`config.mk`:
```
export PLATFORM = sky130hd
export DESIGN_NAME = fifo_rr_reader_flat
export DESIGN_NICKNAME = d
export VERILOG_FILES = /design/src/rtl/fifo_rr_reader_if.sv /design/src/rtl/fifo_rr_reader.sv /design/src/flat_wrapper.sv
export SDC_FILE = /design/constraint.sdc
export NUM_CORES = 1
export LEC_CHECK = 0
export BUFFER_PORTS_ARGS = -buffer_cell sky130_fd_sc_hd__buf_2
export CORE_ASPECT_RATIO = 0.9
export CORE_MARGIN = 4
export CORE_UTILIZATION = 46
export DETAILED_ROUTE_END_ITERATION = 10
export PLACE_DENSITY = 0.74
export SLEW_MARGIN = 10
export SYNTH_ARGS = -nofsm -noshare
export SYNTH_HDL_FRONTEND = slang
export SYNTH_SLANG_ARGS = --single-unit
export TNS_END_PERCENT = 30
```
`constraint.sdc`:
```
create_clock -name clk -period 2.8 [get_ports clk]
set_input_delay 0.56 -clock clk [delete_from_list [all_inputs] [get_ports clk]]
set_output_delay 0.56 -clock clk [all_outputs]
set_load 0.1 [all_outputs]
```
`src/rtl/fifo_rr_reader_if.sv`:
```
// Signal bundle between the round-robin reader, its three command FIFOs and
// the downstream display-scheduler stream.
interface fifo_rr_reader_if #(
    parameter int DATA_W = 8,
    parameter int NUM_Q  = 3
);
    // FIFO side: rdreq is a one-cycle pop strobe (at most one bit high, never to
    // an empty FIFO); q_bus carries the popped word one cycle later.
    // Stream side: a word transfers on any rising edge where out_valid &&
    // out_ready; once out_valid rises, out_data/out_qid hold until that edge.
    logic [NUM_Q-1:0]        empty;
    logic [NUM_Q*DATA_W-1:0] q_bus;
    logic [NUM_Q-1:0]        rdreq;
    logic [DATA_W-1:0]       out_data;
    logic [1:0]              out_qid;
    logic                    out_valid;
    logic                    out_ready;

    modport master (
        input  empty, q_bus, out_ready,
        output rdreq, out_data, out_qid, out_valid
    );

    modport slave (
        output empty, q_bus, out_ready,
        input  rdreq, out_data, out_qid, out_valid
    );
endinterface

```
`src/rtl/fifo_rr_reader.sv`:
```
// Round-robin drain of three command FIFOs onto a valid/ready stream, with a
// per-queue count of words accepted downstream.
module fifo_rr_reader #(
    parameter int DATA_W = 8,
    parameter int NUM_Q  = 3,
    parameter int CNT_W  = 8
) (
    input  logic                   clk,
    input  logic                   reset,
    input  logic                   enable,
    fifo_rr_reader_if.master       bus,
    output logic [NUM_Q*CNT_W-1:0] served_cnt,
    output logic                   busy,
    output logic [1:0]             state_dbg
);

    typedef enum logic [1:0] {
        S_IDLE    = 2'd0,
        S_WAIT    = 2'd1,
        S_PRESENT = 2'd2
    } state_t;

    state_t           state;
    state_t           state_nxt;
    logic [1:0]       last;
    logic [1:0]       pick;
    logic             found;
    logic             grant;
    logic [1:0]       c1;
    logic [1:0]       c2;
    logic [CNT_W-1:0] cnt [NUM_Q];

    function automatic logic [1:0] inc3(input logic [1:0] v);
        return (v == 2'd2) ? 2'd0 : v + 2'd1;
    endfunction

    // last doubles as the selected queue while a word is in flight.
    always_comb begin
        c1    = inc3(last);
        c2    = inc3(c1);
        found = 1'b0;
        pick  = c1;
        if (!bus.empty[c1]) begin
            found = 1'b1;
            pick  = c1;
        end else if (!bus.empty[c2]) begin
            found = 1'b1;
            pick  = c2;
        end else if (!bus.empty[last]) begin
            found = 1'b1;
            pick  = last;
        end
    end

    always_comb begin
        state_nxt = state;
        grant     = 1'b0;
        case (state)
            S_IDLE: begin
                if (enable && found && reset) begin
                    grant     = 1'b1;
                    state_nxt = S_WAIT;
                end
            end
            S_WAIT:    state_nxt = S_PRESENT;
            S_PRESENT: if (bus.out_ready) state_nxt = S_IDLE;
            default:   state_nxt = S_IDLE;
        endcase
    end

    always_comb begin
        bus.rdreq = '0;
        if (grant) bus.rdreq[pick] = 1'b1;
    end

    always_ff @(posedge clk or negedge reset) begin
        if (!reset) begin
            state         <= S_IDLE;
            last          <= 2'd2;
            bus.out_data  <= '0;
            bus.out_qid   <= 2'd0;
            bus.out_valid <= 1'b0;
            for (int i = 0; i < NUM_Q; i++) cnt[i] <= '0;
        end else begin
            state <= state_nxt;
            if (grant) last <= pick;
            if (state == S_WAIT) begin
                bus.out_data  <= bus.q_bus[last*DATA_W +: DATA_W];
                bus.out_qid   <= last + 2'd1;
                bus.out_valid <= 1'b1;
            end
            if (state == S_PRESENT && bus.out_ready) begin
                bus.out_valid <= 1'b0;
                cnt[last]     <= cnt[last] + 1'b1;
            end
        end
    end

    for (genvar g = 0; g < NUM_Q; g++) begin : g_cnt
        assign served_cnt[g*CNT_W +: CNT_W] = cnt[g];
    end

    assign busy      = (state != S_IDLE);
    assign state_dbg = state;

endmodule
```
`src/flat_wrapper.sv`:
```
// flat-port wrapper written by rule: the top's interface ports become plain ports
module fifo_rr_reader_flat 
#(
    parameter int DATA_W = 8,
    parameter int NUM_Q  = 3,
    parameter int CNT_W  = 8
)
  (clk, reset, enable, served_cnt, busy, state_dbg, bus_empty, bus_q_bus, bus_out_ready, bus_rdreq, bus_out_data, bus_out_qid, bus_out_valid);
  fifo_rr_reader_if #(.DATA_W(DATA_W), .NUM_Q(NUM_Q)) bus_i ();
  input  logic clk;
  input  logic reset;
  input  logic enable;
  output logic [NUM_Q*CNT_W-1:0] served_cnt;
  output logic busy;
  output logic [1:0] state_dbg;
  input wire logic [$bits(bus_i.empty)-1:0] bus_empty;
  input wire logic [$bits(bus_i.q_bus)-1:0] bus_q_bus;
  input wire logic [$bits(bus_i.out_ready)-1:0] bus_out_ready;
  output wire logic [$bits(bus_i.rdreq)-1:0] bus_rdreq;
  output wire logic [$bits(bus_i.out_data)-1:0] bus_out_data;
  output wire logic [$bits(bus_i.out_qid)-1:0] bus_out_qid;
  output wire logic [$bits(bus_i.out_valid)-1:0] bus_out_valid;
  assign bus_i.empty = bus_empty;
  assign bus_i.q_bus = bus_q_bus;
  assign bus_i.out_ready = bus_out_ready;
  assign bus_rdreq = bus_i.rdreq;
  assign bus_out_data = bus_i.out_data;
  assign bus_out_qid = bus_i.out_qid;
  assign bus_out_valid = bus_i.out_valid;
  fifo_rr_reader #(.DATA_W(DATA_W), .NUM_Q(NUM_Q), .CNT_W(CNT_W)) u_core (.clk(clk), .reset(reset), .enable(enable), .bus(bus_i), .served_cnt(served_cnt), .busy(busy), .state_dbg(state_dbg));
endmodule
```
=== After elaboration in Yosys (flattened, before gate mapping) ===
Cells that the tools add are included.

* Add/subtract/negate cells: 3
* Magnitude comparators: 7
* Equality and inequality tests: 6
* Shifts and indexed selects: 1
* Muxes and demuxes: 30
* Bitwise operators: 1
* Reduce and logical (&&, ||, !) cells: 9

{| class="wikitable"
|+ Operators by type and width
! operator !! number
|-
| 24-bit bitwise mux || 1
|-
| 8-bit 2-to-1 mux || 3
|-
| 24-bit by 6-bit variable part select with 8-bit output || 1
|-
| 8-bit binary-select mux with 2-bit select || 1
|-
| 8-bit demux with 2-bit select || 1
|-
| 2-bit 2-to-1 mux || 7
|-
| 2-bit by 3-bit less-than comparator with 1-bit output, second input constant || 4
|-
| 1-bit 2-to-1 mux || 11
|-
| 8-bit by 1-bit adder with 8-bit output, second input constant || 1
|-
| 1-bit binary-select mux with 2-bit select || 3
|-
| 2-bit == test, second input constant || 3
|-
| 2-bit one-hot mux with 3 select lines || 1
|-
| 1-bit logical AND || 5
|-
| 2-bit by 1-bit adder with 2-bit output, second input constant || 2
|-
| 2-bit nonzero test || 2
|-
| 3-bit >= comparator, second input constant || 1
|-
| 3-bit by 1-bit less-than comparator with 1-bit output, second input constant || 1
|-
| 3-bit 2-to-1 mux || 1
|-
| 2-bit NOT with 3-bit output || 1
|-
| 1-bit demux with 2-bit select || 1
|-
| 2-bit by 1-bit == test with 1-bit output, second input constant || 1
|-
| 2-bit by 1-bit >= comparator with 1-bit output, second input constant || 1
|-
| 2-bit zero test || 1
|-
| 2-bit by 1-bit != test with 1-bit output, second input constant || 1
|-
| 2 further kinds || 2
|}

* Register bits: 39
* Bits of input ports: 31
* Word-level logic and storage cells: 65

=== Logic depth before layout (Yosys ltp) ===
* Word-level depth: 13
* Gate-level depth with buffers: 9
* Mapped depth without buffers: 7

=== Least setup slack after synthesis ===
OpenSTA, ideal clock, no wires.

* Path type: register to output
* Start: register u_core.last[1]
* End: output port bus_rdreq[1]
* Arrival: 4.264 ns
* Required time: 2.240 ns
* Path slack: -2.024 ns
* Cell stages (with the launch flop): 10
* Cell sequence: dfstp_2 -> buf_6 -> buf_2 -> inv_1 -> ha_1 -> mux2i_1 -> a21oi_1 -> a311oi_1 -> o22a_1 -> nor3b_1

* Word-level cells in the longest chain between the ends: 13

{| class="wikitable"
|+ RTL lines
! what !! line !! source
|-
| from (decl) || fifo_rr_reader.sv:25 || <nowiki>logic [1:0] last;</nowiki>
|-
| from (signal assigned) || fifo_rr_reader.sv:86 || <nowiki>if (grant) last <= pick;</nowiki>
|-
| 2-bit by 1-bit adder with 2-bit output / 2-bit == test (equally long branches) || fifo_rr_reader.sv:34 || <nowiki>return (v == 2'd2) ? 2'd0 : v + 2'd1;</nowiki>
|-
| 2-bit 2-to-1 mux || fifo_rr_reader.sv:34 ||
|-
| 2-bit by 1-bit adder with 2-bit output / 2-bit == test (equally long branches) || fifo_rr_reader.sv:34 ||
|-
| 2-bit 2-to-1 mux || fifo_rr_reader.sv:34 ||
|-
| 1-bit binary-select mux with 2-bit select || fifo_rr_reader.sv:46 || <nowiki>end else if (!bus.empty[c2]) begin</nowiki>
|-
| 1-bit 2-to-1 mux (implied by the code) || fifo_rr_reader.sv:46 ||
|-
| 2-bit 2-to-1 mux / 1-bit 2-to-1 mux (equally long branches) || fifo_rr_reader.sv:46 ||
|-
| 2-bit 2-to-1 mux / 1-bit 2-to-1 mux (equally long branches) || fifo_rr_reader.sv:43 || <nowiki>if (!bus.empty[c1]) begin</nowiki>
|-
| 2-bit by 3-bit less-than comparator with 1-bit output (implied by the code) (tied with other cells) || fifo_rr_reader.sv:73 || <nowiki>if (grant) bus.rdreq[pick] = 1'b1;</nowiki>
|-
| 1-bit logical AND, on equally long branches || fifo_rr_reader.sv:73, fifo_rr_reader.sv:60 ||
|-
| 1-bit 2-to-1 mux, on equally long branches || fifo_rr_reader.sv:73, fifo_rr_reader.sv:60 ||
|-
| 1-bit demux with 2-bit select / 1-bit 2-to-1 mux (equally long branches) || n/a ||
|-
| 3-bit 2-to-1 mux (*) || fifo_rr_reader.sv:73 ||
|-
| to (decl) || flat_wrapper.sv:19 || <nowiki>output wire logic [$bits(bus_i.rdreq)-1:0] bus_rdreq;</nowiki>
|}

Mark *: on every way between the ends. The rest lies on a longest branch, timed or not. The select of a mux whose other input is x is not followed.

=== Worst setup path after layout ===
Same ends and word-level chain as after synthesis.

==> flow_metrics.env <==
export IMPL_io_pins=72
export IMPL_ant_nets=0
export IMPL_final_max_slew_viol_count=0
export IMPL_hp_class="input port to asynchronous set/reset pin"
export IMPL_cts_root_buf="clkbuf_8"
export IMPL_async_flop_share=1.00
export IMPL_antenna_cells=0
export IMPL_dr_pass1_iters=4
export IMPL_place_ws_ns=0.161
export IMPL_syn_area_um2=2190
export IMPL_endpoint_kind="output pin"
export IMPL_crit_path_cell_trace="inv_8, ha_4, mux2i_4, a21oi_4, a311oi_2, o22a_2, nor3b_4, buf_12"
export IMPL_crit_type="flip-flop to output pin"
export IMPL_r2r_start="u_core.last[1]"
export IMPL_max_freq_mhz=341
export IMPL_period_share=1.05
export IMPL_required_ns=2.24
export IMPL_die_width_um=80.8
export IMPL_pwr_share_clk=0.113
export IMPL_drt_initial_drc_count=57
export IMPL_final_core_util=0.650
export IMPL_leakage_nw=1.42
export IMPL_worstMarginPinSlew_ns=0.615
export IMPL_rrSetupSlack_ns=0.25
export IMPL_yosysTopAreaCell="dfrtp_1"
export IMPL_clk_pin_slew_ns=0.08
export IMPL_coreArea_um2=4520
export IMPL_r2r_cells=8
export IMPL_cts_buffer_depth=2
export IMPL_pwr_share_seq=0.221
export IMPL_violations="negative setup slack"
export IMPL_ys_seq_area_frac=0.445
export IMPL_synth_edff_count=0
export IMPL_drt_total_wl_mm=5.73
export IMPL_route_detailed_drc=0
export IMPL_ys_warn_count=0
export IMPL_p_per_area_nw_per_um2=1280
export IMPL_report_final_hold_viol_count=0
export IMPL_overflow=0
export IMPL_p_int_mw=1.62
export IMPL_synth_top_area_share=0.433
export IMPL_cts_buffers=5
export IMPL_layout_drive_gt1_share=0.371
export IMPL_place_gp_congestion=0.855
export IMPL_swShare=0.570
export IMPL_min_period_ns=2.93
export IMPL_slew_headroom=0.590
export IMPL_clock_sinks=39
export IMPL_grt_max_degree=40
export IMPL_start_util=0.486
export IMPL_nNetsFinal=350
export IMPL_status="finished with violations"
export IMPL_grt_pass1_vias=1864
export IMPL_crit_family="flip-flops"
export IMPL_dp_hpwl_mm=4.22
export IMPL_critPathLaunchType="flip-flop"
export IMPL_viasPerCell=5.35
export IMPL_portBuffers=71
export IMPL_ys_flop_type="dfrtp_1"
export IMPL_htree_levels=2
export IMPL_p_switching_mw=2.14
export IMPL_cpPeakStageDelay_ns=0.61
export IMPL_avgSynthCellArea_um2=9.26
export IMPL_clock_skew_ns=0.00576
export IMPL_cp_depth=8
export IMPL_cts_tree="built"
export IMPL_cp_max_fo=6
export IMPL_irDropWorstVdd_uv=901
export IMPL_ys_seq_elements=39
export IMPL_setup_ws_ns=-0.135
export IMPL_clock_latency_ns=0.30
export IMPL_grt_first_pass_wirelength_mm=8.99
export IMPL_dieHeight_um=73.5
export IMPL_syn2layout_area_growth_pct=33.8
export IMPL_syn_inst=237
export IMPL_yosysUniqueCellTypes=38
export IMPL_postCtsHoldBufs=0
export IMPL_worst_endpoint_arrival_ns=2.37
export IMPL_cp_slowest_cell="dfstp_2"
export IMPL_grt_antenna_before_repair=0
export IMPL_synth_nets=273
export IMPL_r2r_end="u_core.served_cnt[6]"
export IMPL_routedWlPerCell_um=15.2
export IMPL_power_frac_comb=0.666
export IMPL_rsz0062_at_grt="yes"
export IMPL_die_area_um2=5940
export IMPL_worst_path_buf_inv=2
export IMPL_grt_usage=0.198
export IMPL_synthTopCellsByArea="dfrtp_1 (43%), mux2i_1 (8.2%), nand2_1 (6.2%)"
export IMPL_setup_viol=3
export IMPL_rows=23
export IMPL_via_count=2016
export IMPL_drv_cap=0
==> worst max-delay path by stage <==
| stage | slack (ns) | to | from |
|---|---|---|---|
| after global routing | -0.26 | bus_rdreq[1] | u_core.last[0] |
| final | -0.13 | bus_rdreq[1] | u_core.last[1] |
| after detailed placement | 0.16 | bus_rdreq[1] | u_core.last[1] |
| after floorplan | -0.39 | bus_rdreq[1] | u_core.last[1] |
| after global placement | 0.19 | bus_rdreq[1] | u_core.last[1] |
| after CTS | -0.17 | bus_rdreq[1] | u_core.last[1] |
==> metrics by stage <==
| step | instance area, um^2 | TNS, ns | instances | hold WS [ns] | power [mW] |
|---|---|---|---|---|---|
| 2_1_floorplan | 2300 | -1.04 | 237 | 0.264 | 2.82 |
| 5_1_grt | 2940 | -0.693 | 377 | 0.441 | 3.95 |
| 6_report | 2940 | -0.368 | 377 | 0.389 | 3.76 |
| 3_3_place_gp | 2780 | 0 | 368 | 0.461 | 3.25 |
| 4_1_cts | 2890 | -0.434 | 376 | 0.411 | 3.72 |
| 3_5_place_dp | 2780 | 0 | 368 | 0.466 | 3.28 |
==> layout make-up <==
| class | count | area (um^2) |
|---|---|---|
| fillers | 411 | 1580 |
| multi-input cells | 178 | 1250 |
| flip-flops and latches | 39 | 977 |
| repair buffers | 83 | 490 |
| clock buffers | 7 | 96.3 |
| well taps | 62 | 77.6 |
| inverters | 7 | 33.8 |
| clock inverters | 1 | 7.51 |
==> state kept, by name, indices dropped and copies added, names as in the netlist <==
name,flops
u_core.served_cnt,24
u_core.state_dbg,2
u_core.bus.out_data,8
u_core.last,2
u_core.bus.out_qid,2
u_core.bus.out_valid,1
==> metal layers <==
metal / up-vias / global-route usage / share of wire
li1: 992 / - / -
met3: 10 / 0.0453 / 0.052
met5: - / 0 / 0
met1: 959 / 0.259 / 0.43
met4: 0 / 0.0901 / 0.019
met2: 55 / 0.313 / 0.50
==> cell usage in the layout, fill, tap and decap left out, types with 2 or more instances in the layout <==
cell type  count
buf_2         68
mux2i_1       16
or4_1          6
buf_4         12
buf_12         3
nand2b_1       3
nor3b_4        2
ha_4           2
a2bb2oi_1      3
inv_1          6
mux2_2         7
ha_1           3
nand3_1        7
o21ai_0       23
o21ai_1        6
a22oi_1        2
o2bb2ai_1      5
xnor2_1        3
clkbuf_8       7
or3_1          2
a21oi_1       12
nor2_1        17
nand2_1       36
o31ai_1        3
dfrtp_1       38
==> kinds of logic after synthesis <==
| family | count (synthesis) | share of synthesized area |
|---|---|---|
| DFF | 39 | 0.445 |
| muxes | 27 | 0.128 |
| and+or+nand+nor | 80 | 0.170 |
| buffers and inverters | 20 | 0.0405 |
| AOI/OAI and AO/OA | 63 | 0.176 |
| xor gates and xnor gates | 3 | 0.0120 |
| adders and majority gates | 5 | 0.0285 |
==> synthesized netlist by cell type (2+ instances only) <==
cell type,n
a21oi_1,14
a22oi_1,2
a2bb2oi_1,3
buf_2,2
clkbuf_1,8
dfrtp_1,38
ha_1,5
inv_1,7
mux2_2,8
mux2i_1,18
nand2_1,36
nand2b_1,4
nand3_1,7
nor2_1,17
nor3b_1,3
o21ai_0,23
o21ai_1,6
o2bb2ai_1,6
o31ai_1,3
or3_1,2
or4_1,6
xnor2_1,3
==> timing repair <==
item | 4_1_cts | 5_1_grt
gates resized for setup | 1 | 6
setup buffers | 0 | 1
pin swaps | 1 | 3
setup endpoints to repair | 3 | 3
==> power by group through the flow <==
| stage | Clock, mW | Combinational (mW) | Sequential (mW) |
|---|---|---|---|
| floorplan | 0 | 1.02 | 1.81 |
| CTS | 0.435 | 2.45 | 0.831 |
| finish | 0.425 | 2.50 | 0.830 |
| global route | 0.459 | 2.64 | 0.855 |
| global placement | 0 | 2.41 | 0.842 |
| detailed placement | 0 | 2.44 | 0.840 |
==> worst reg2reg max path, cell delays in order (launching register included) <==
cell and delay [ns]:
dfstp_2 0.61, buf_4 0.17, mux2i_1 0.08, o2bb2ai_1 0.27, ha_1 0.24, inv_1 0.05, or3_1 0.47, or4_1 0.52
nand3_1 0.10
Power figures use the tool's default switching activity.
